$ cat src/rtl/chase_ctrl.sv
// chase_ctrl: single-segment chase around the outer ring of a 3-digit
// 7-segment display, with a time-multiplexed digit scan.
module chase_digit #(
  parameter int IDX = 0
) (
  input  logic       lit,
  input  logic [1:0] dg,
  input  logic [2:0] sg,
  output logic [6:0] seg
);
  // one digit's active-low pattern: light segment sg only if this digit owns pos
  always_comb begin
    seg = 7'h7F;
    if (lit && dg == 2'(IDX)) seg = ~(7'b0000001 << sg);
  end
endmodule

module chase_ctrl #(
  parameter int REFRESH_DIV = 50000,
  parameter int STEP_DIV    = 25000000
) (
  input  logic       clk,
  input  logic       reset,
  input  logic       en,
  input  logic       dir,
  input  logic       mode,
  output logic [1:0] select,
  output logic [2:0] an,
  output logic [6:0] seg0,
  output logic [6:0] seg1,
  output logic [6:0] seg2,
  output logic [3:0] pos,
  output logic       step
);
  localparam int RW = $clog2(REFRESH_DIV);
  localparam int SW = $clog2(STEP_DIV);
  localparam logic [RW-1:0] R_LAST = RW'(REFRESH_DIV - 1);
  localparam logic [SW-1:0] S_LAST = SW'(STEP_DIV - 1);

  typedef enum logic {FWD = 1'b0, REV = 1'b1} dir_t;

  logic [RW-1:0] rcnt;
  logic [SW-1:0] scnt;
  logic [1:0]    sel_nxt;
  logic [3:0]    pos_nxt;
  logic          fire;
  dir_t          st, st_nxt;

  assign sel_nxt = (select == 2'd2) ? 2'd0 : select + 2'd1;
  assign fire    = en && (scnt == S_LAST);

  // digit-scan refresh: free-running slot counter advancing select/an
  always_ff @(posedge clk) begin
    if (reset) begin
      rcnt   <= '0;
      select <= 2'd0;
      an     <= 3'b110;
    end else if (rcnt == R_LAST) begin
      rcnt   <= '0;
      select <= sel_nxt;
      an     <= ~(3'b001 << sel_nxt);
    end else begin
      rcnt   <= rcnt + 1'b1;
    end
  end

  // next ring position for the current direction; out-of-range values recover
  always_comb begin
    pos_nxt = pos;
    if (st == FWD) pos_nxt = (pos >= 4'd9) ? 4'd0 : pos + 4'd1;
    else           pos_nxt = (pos == 4'd0 || pos > 4'd9) ? 4'd9 : pos - 4'd1;
  end

  // direction state register
  always_ff @(posedge clk) begin
    if (reset) st <= FWD;
    else       st <= st_nxt;
  end

  // direction next-state: follow dir in wrap mode, turn at the ends in bounce mode
  always_comb begin
    st_nxt = st;
    if (!mode) begin
      st_nxt = dir ? REV : FWD;
    end else if (fire) begin
      if (st == FWD && pos_nxt == 4'd9)      st_nxt = REV;
      else if (st == REV && pos_nxt == 4'd0) st_nxt = FWD;
    end
  end

  // step divider, position register and one-cycle step pulse
  always_ff @(posedge clk) begin
    if (reset) begin
      scnt <= '0;
      pos  <= 4'd0;
      step <= 1'b0;
    end else begin
      step <= fire;
      if (en) scnt <= fire ? '0 : scnt + 1'b1;
      if (fire) pos <= pos_nxt;
    end
  end

  // ring position -> owning digit and segment index (a=0 .. f=5)
  logic       lit;
  logic [1:0] dg;
  logic [2:0] sg;
  always_comb begin
    lit = 1'b1;
    dg  = 2'd0;
    sg  = 3'd0;
    case (pos)
      4'd0: begin dg = 2'd2; sg = 3'd0; end
      4'd1: begin dg = 2'd1; sg = 3'd0; end
      4'd2: begin dg = 2'd0; sg = 3'd0; end
      4'd3: begin dg = 2'd0; sg = 3'd1; end
      4'd4: begin dg = 2'd0; sg = 3'd2; end
      4'd5: begin dg = 2'd0; sg = 3'd3; end
      4'd6: begin dg = 2'd1; sg = 3'd3; end
      4'd7: begin dg = 2'd2; sg = 3'd3; end
      4'd8: begin dg = 2'd2; sg = 3'd4; end
      4'd9: begin dg = 2'd2; sg = 3'd5; end
      default: lit = 1'b0;
    endcase
  end

  logic [2:0][6:0] segs;
  for (genvar k = 0; k < 3; k++) begin : g_dig
    chase_digit #(.IDX(k)) u_dig (.lit(lit), .dg(dg), .sg(sg), .seg(segs[k]));
  end

  assign seg0 = segs[0];
  assign seg1 = segs[1];
  assign seg2 = segs[2];
endmodule

$ cat config.mk
export PLATFORM = sky130hd
export DESIGN_NAME = chase_ctrl
export DESIGN_NICKNAME = d
export VERILOG_FILES = /design/src/rtl/chase_ctrl.sv
export SDC_FILE = /design/constraint.sdc
export NUM_CORES = 1
export LEC_CHECK = 0
export CAP_MARGIN = 20
export CORE_MARGIN = 2
export CORE_UTILIZATION = 35
export CTS_CLUSTER_DIAMETER = 40
export DETAILED_ROUTE_END_ITERATION = 7
export GPL_TIMING_DRIVEN = 0
export REMOVE_ABC_BUFFERS = 1
export SYNTH_ARGS = -nofsm -noshare
export SYNTH_HDL_FRONTEND = slang
export SYNTH_SLANG_ARGS = --single-unit
$ cat constraint.sdc
create_clock -name clk -period 2.7 [get_ports clk]
set_input_delay 0.54 -clock clk [delete_from_list [all_inputs] [get_ports clk]]
set_output_delay 0.54 -clock clk [all_outputs]
set_load 0.05 [all_outputs]
* Word level (Yosys, flattened, before mapping)
Cells that the tools add are included.
Word-level totals: bits in registers 52, word-level logic and storage cells 68, input port bits 5, output and inout port bits 31
Operators by class: eq/ne operators 17, multiplexer cells 16, shifts and indexed selects 2, reductions and logical operators 16, bitwise logic cells 3, add/sub/neg operators 5, order comparisons 2
Operators with widths (number):
- adder 25 x 1 -> 25 bit (second input constant) | 1
- == test 25 bit (second input constant) | 1
- 2-to-1 mux 25 bit | 1
- 2-to-1 mux 7 bit | 3
- adder 16 x 1 -> 16 bit (second input constant) | 1
- == test 16 bit (second input constant) | 1
- == test 4 x 3 -> 1 bit (second input constant) | 4
- one-hot mux 3 bit (5 select lines) | 1
- == test 4 bit (second input constant) | 3
- 2-to-1 mux 4 bit | 3
- OR reduction 10 bit | 1
- == test 4 x 2 -> 1 bit (second input constant) | 2
- logical NOT 4 bit | 2
- NOT 7 bit | 1
- << shifter 1 x 3 -> 7 bit (first input constant) | 1
- logical AND 1 bit | 6
- 2-to-1 mux 1 bit | 6
- adder 4 x 1 -> 4 bit (second input constant) | 1
- == test 2 bit (second input constant) | 2
- == test 4 x 1 -> 1 bit (second input constant) | 1
- >= comparator 4 bit (second input constant) | 1
- greater-than comparator 4 bit (second input constant) | 1
- one-hot mux 2 bit (2 select lines) | 1
- OR reduction 2 bit | 2
- other kinds (14) | 14

* Logic depth before layout (Yosys ltp)
depth in word-level cells 10, mapped depth 8, depth with buffers taken out 8

* Cells and area by module
Synthesis repeated with hierarchy kept, for this count alone.
Second synthesis, totals: cells, all modules 339, area, all modules 2777.7 um^2
Modules (own cells, without submodules):
- chase_ctrl | cells each 305, sequential area each 1041.0 um^2, area an instance 2526.2 um^2, times used 1
- chase_digit at g_dig[1].u_dig ... | cells each 11, sequential area each 0.0 um^2, area an instance 87.6 um^2, times used 2
- chase_digit at g_dig[0].u_dig | cells each 12, sequential area each 0.0 um^2, area an instance 76.3 um^2, times used 1

* Least setup slack after synthesis
No wires, ideal clock.
path type flip-flop to flip-flop, start point register pos[1], end point register st, slack 6 ps, path buffers 0, setup time 91 ps, data arrival time 2603 ps, stages on the path, launching flop included 8, clock period less this slack 2694 ps, required time 2609 ps, path through dfxtp_1 > inv_1 > ha_1 > or3b_2 > and3_1 > o31a_1 > or3_1 > a311oi_1
On the way: word-level cells in the longest chain between the ends 9, elaborated cells on any way between the ends 18, classes of those cells add/sub: 2; order compare: 2; eq/ne: 2; mux: 6; reduce/logical: 6
Ends and longest elaborated chain:
- start: declaration | RTL line 32 | output logic [3:0] pos,
- start signal: assignment | RTL line 100 | if (fire) pos <= pos_nxt;
- greater-than comparator 4 bit or logical NOT 4 bit (tied branches) | RTL line 71 | else pos_nxt = (pos == 4'd0 || pos > 4'd9) ? 4'd9 : pos - 4'd1;
- logical OR 1 bit | RTL line 71
- 2-to-1 mux 4 bit | RTL line 71
- 2-to-1 mux 4 bit * | RTL line 70 | if (st == FWD) pos_nxt = (pos >= 4'd9) ? 4'd0 : pos + 4'd1;
- == test 4 bit | RTL line 86 | if (st == FWD && pos_nxt == 4'd9) st_nxt = REV;
- logical AND 1 bit | RTL line 86
- 2-to-1 mux 1 bit | RTL line 86
- 2-to-1 mux 1 bit | RTL line 85 | end else if (fire) begin
- 2-to-1 mux 1 bit | RTL line 83 | if (!mode) begin
- end signal: assignment | RTL line 77 | else st <= st_nxt;
- end: declaration | RTL line 47 | dir_t st, st_nxt;
Every way passes the cells marked *; elsewhere a longest branch is shown, timed or not. The select of a mux whose other input is x is not followed. A chain may end at the register's enable or synchronous reset.

* Worst setup path in the final report
start point register pos[2], end point output port seg2[5]
On the way: word-level cells in the longest chain between the ends 6, elaborated cells on any way between the ends 22, classes of those cells eq/ne: 10; shift: 1; mux: 4; bitwise: 1; reduce/logical: 6
Ends and longest elaborated chain:
- == test 4 bit, or another cell as far along | RTL line 112 | case (pos)
- OR reduction 4 bit (no source line), or another cell as far along
- one-hot mux 2 bit (2 select lines) or one-hot mux 3 bit (5 select lines) (tied branches) | RTL line 112
- == test 2 bit or << shifter 1 x 3 -> 7 bit (tied branches) | RTL line 14 | if (lit && dg == 2'(IDX)) seg = ~(7'b0000001 << sg);
- logical AND 1 bit or NOT 7 bit (tied branches) | RTL line 14
- 2-to-1 mux 7 bit * | RTL line 14
- end: declaration | RTL line 31 | output logic [6:0] seg2,
Every way passes the cells marked *; elsewhere a longest branch is shown, timed or not.

==> results.yml <==
floorplan:
  rows: 31
  core_area_sq_um: 7292
  die_h_um: 90.79
  initial_utilization_pct: 36.15
  die_area_sq_um: 8243
  die_x_um: 90.79
  ios: 36
global_routing:
  grt_pass1_wl_um: 8569
  track_usage_pct: 12.32
  grt_max_degree: 24
  antenna_found_initial: 0
  grt_pass1_vias: 1939
  gr-total-overflow: 0
routing:
  antenna_left: 0
  drt-total-wl_um: 4919
  routedWlPerCell_um: 11.15
  drt_iter0_drc: 56
  firstDrtPassIters: 4
  avgViaCountPerCell: 4.798
  routed-wl-met3_um: 187
  wl_met1_um: 2482
  wl_met2_um: 2220
  via_count: 2116
  highest_layer: "met4"
  drc: 0
yosys:
  ys_seq_area_share_pct: 39.49
  synth_xor_area_share_pct: 11.63
  synth_compound_area_share_pct: 6.739
  synth_cell_types: 40
  synth_warnings: 0
  yosysMostFrequentCell: "nor2_1"
  synthSimpleGateAreaFrac_pct: 31.89
  yosys-top-cells-count: "nor2_1 (57), dfxtp_1 (52), nand3_1 (25)"
  synth_top_family_by_area: "simple AND/OR/NAND/NOR gates"
  synth_top_area_share_pct: 39.49
  synth_edf_count: 0
  async_reset_ff_share_pct: 0
  ys.flop_type: "dfxtp_1"
  ys_ff_latch: 52
  synthMuxAreaShare_pct: 1.234
  synth_area_leaders: "dfxtp_1 (39%), nor2_1 (8.1%), xor2_1 (7.3%)"
  synthAdderAreaFrac_pct: 3.322
  synth_area_sq_um: 2636
  synth_top_area_cell: "dfxtp_1"
  synth.avg_cell_area_sq_um: 8.187
  synthCells: 322
clock_network:
  cts-root-buf: "clkbuf_8"
  cts_hold_buf: 0
  numCtsBuffers: 5
  clock_path_buffers: 2
  htree_levels: 2
  clk_latency_ps: 300
  clock_sinks: 52
  cts_tree: "done"
  clkTransAtPathRegs_ps: 90
sta:
  post-route-min-period_ps: 2551
  skew_ps: 6.873
  relSlewSlack_pct: 60.94
  setup_viol: 0
  rsz0062_at_grt: "no"
  fin_hold_ws_ps: 472.9
  worst_pin_slew_ps: 585.9
  finalWorstSetupSlack_ps: 148.5
  max_freq_ghz: 0.3919
  period_share_pct: 94.50
  final_hold_viol_count: 0
  finalMaxSlewViolations: 0
place:
  place.gp.congestion: 0.7428
  dp_slack_ps: -539.6
  place_inst: 433
  hpwl_um: 3394
  port-buffer-count: 26
final_layout:
  area_growth_pct: 16.47
  drive_above_1_share_pct: 6.140
  final_nets: 354
  fillers: 754
  fin_cells: 441
  diodes: 0
job:
  max-cap-violations: 0
critical_path:
  end_kind: "primary output"
  critPathLaunchType: "flop"
  cp.required_ps: 2160
  arrival_ps: 2010
  path_class: "flop to primary output"
  crit_fanout: 18
pwr:
  cellLeakagePower_nw: 1.105
  ir_worst_vdd_mv: 0.2092
  p_per_area_nw_per_um2: 477.2
run_status:
  outcome: "complete, no violations"
min_path:
  hold_class: "flop to flop"
cell families (layout without fill, tap and decap cells):
group / after synthesis / after routing
AO/OA/AOI/OAI: 29 / 29
XOR/XNOR: 35 / 35
adder cells (fa/ha/maj): 7 / 7
buffers and inverters: 29 / 41
flip-flops: 52 / 52
multiplexers: 3 / 3
other: 1 / 9
AND/OR/NAND/NOR: 166 / 166
where the power goes:
group	internal (mW)	switching, mW	total [mW]
registers	0.773	0.00913	0.783
logic	0.0184	0.0519	0.0703
clock network	0.365	0.248	0.612
metal layers:
metal	vias to the layer above	track usage (%)
li1	1113	-
met1	966	16.26
met2	35	20.40
met3	2	2.838
met4	0	3.030
met5	-	0
cell type report:
class,count,area (sq um),share of cell area [%]
multi-input combinational,249,1496,48.74
sequential,52,1042,33.94
timing repair buffer,27,252.7,8.231
tap,99,123.9,4.034
clock buffer,5,68.82,2.241
clock inverter,2,60.06,1.956
inverter,7,26.28,0.8557
timing repair:
| item | in CTS | in global routing |
|---|---|---|
| hold endpoints to repair | 0 | 0 |
| setup buffers | 1 | 0 |
| resized for setup | 14 | 4 |
| endpoints found under the setup margin | 35 | 8 |
through the flow:
stage,power (mW),instance area [sq um],utilization (%),setup TNS (ps)
6_report,1.465,3070,42.11,0
5_1_grt,1.524,3070,42.11,0
4_1_cts,1.486,3055,41.90,0
3_5_place_dp,0.8713,2930,40.19,-12920
3_3_place_gp,0.8707,2930,40.19,-13110
2_1_floorplan,0.8525,2546,-,0
worst max-delay path, stage by stage, from the launching register on:
cell and delay (ps):
dfxtp_1 690, nor2b_1 130, nand2_1 90, clkdlybuf4s50_1 800
sequential cells by signal, indices dropped and copies added (netlist names):
| name | flops |
|---|---|
| scnt | 25 |
| rcnt | 16 |
| pos | 4 |
| an | 3 |
| select | 2 |
| st | 1 |
| step | 1 |
path summary, 6_finish.rpt:
kind | start | endpoint | slack (ps) | depth (start not counted)
worst max-delay path | pos[2]$_SDFFE_PP0P_ | seg2[5] | 150 | 3
worst min-delay path | rcnt[0]$_SDFF_PP0_ | rcnt[0]$_SDFF_PP0_ | 470 | 1
worst max register to register | pos[0]$_SDFFE_PP0P_ | st$_SDFFE_PP0P_ | 190 | 7
worst min register to register | rcnt[0]$_SDFF_PP0_ | rcnt[0]$_SDFF_PP0_ | 470 | 1
placed cells by master (no fill, tap or decap), types with 3 or more instances in the layout:
cell             netlist  layout
xor2_1                22      22
dlygate4sd2_1          0      12
and3_1                 9       8
nor3_1                 7       6
clkdlybuf4s50_1        0      14
clkbuf_8               0       5
nand3_1               25      25
nor2b_1                7       7
inv_1                  7       7
a211oi_1               5       5
nor2_1                57      57
dfxtp_1               52      51
nor4b_1                4       4
conb_1                 1       9
and4_1                 3       3
nand2_1               21      21
o21ai_0                5       5
xnor2_1               13      13
ha_1                   7       7
a21oi_1               11      10
or2_2                  3       3
or3_1                  6       6
nand2b_1               5       4
nand4_1               10      10
No activity file was read; power rests on OpenSTA's default activity.
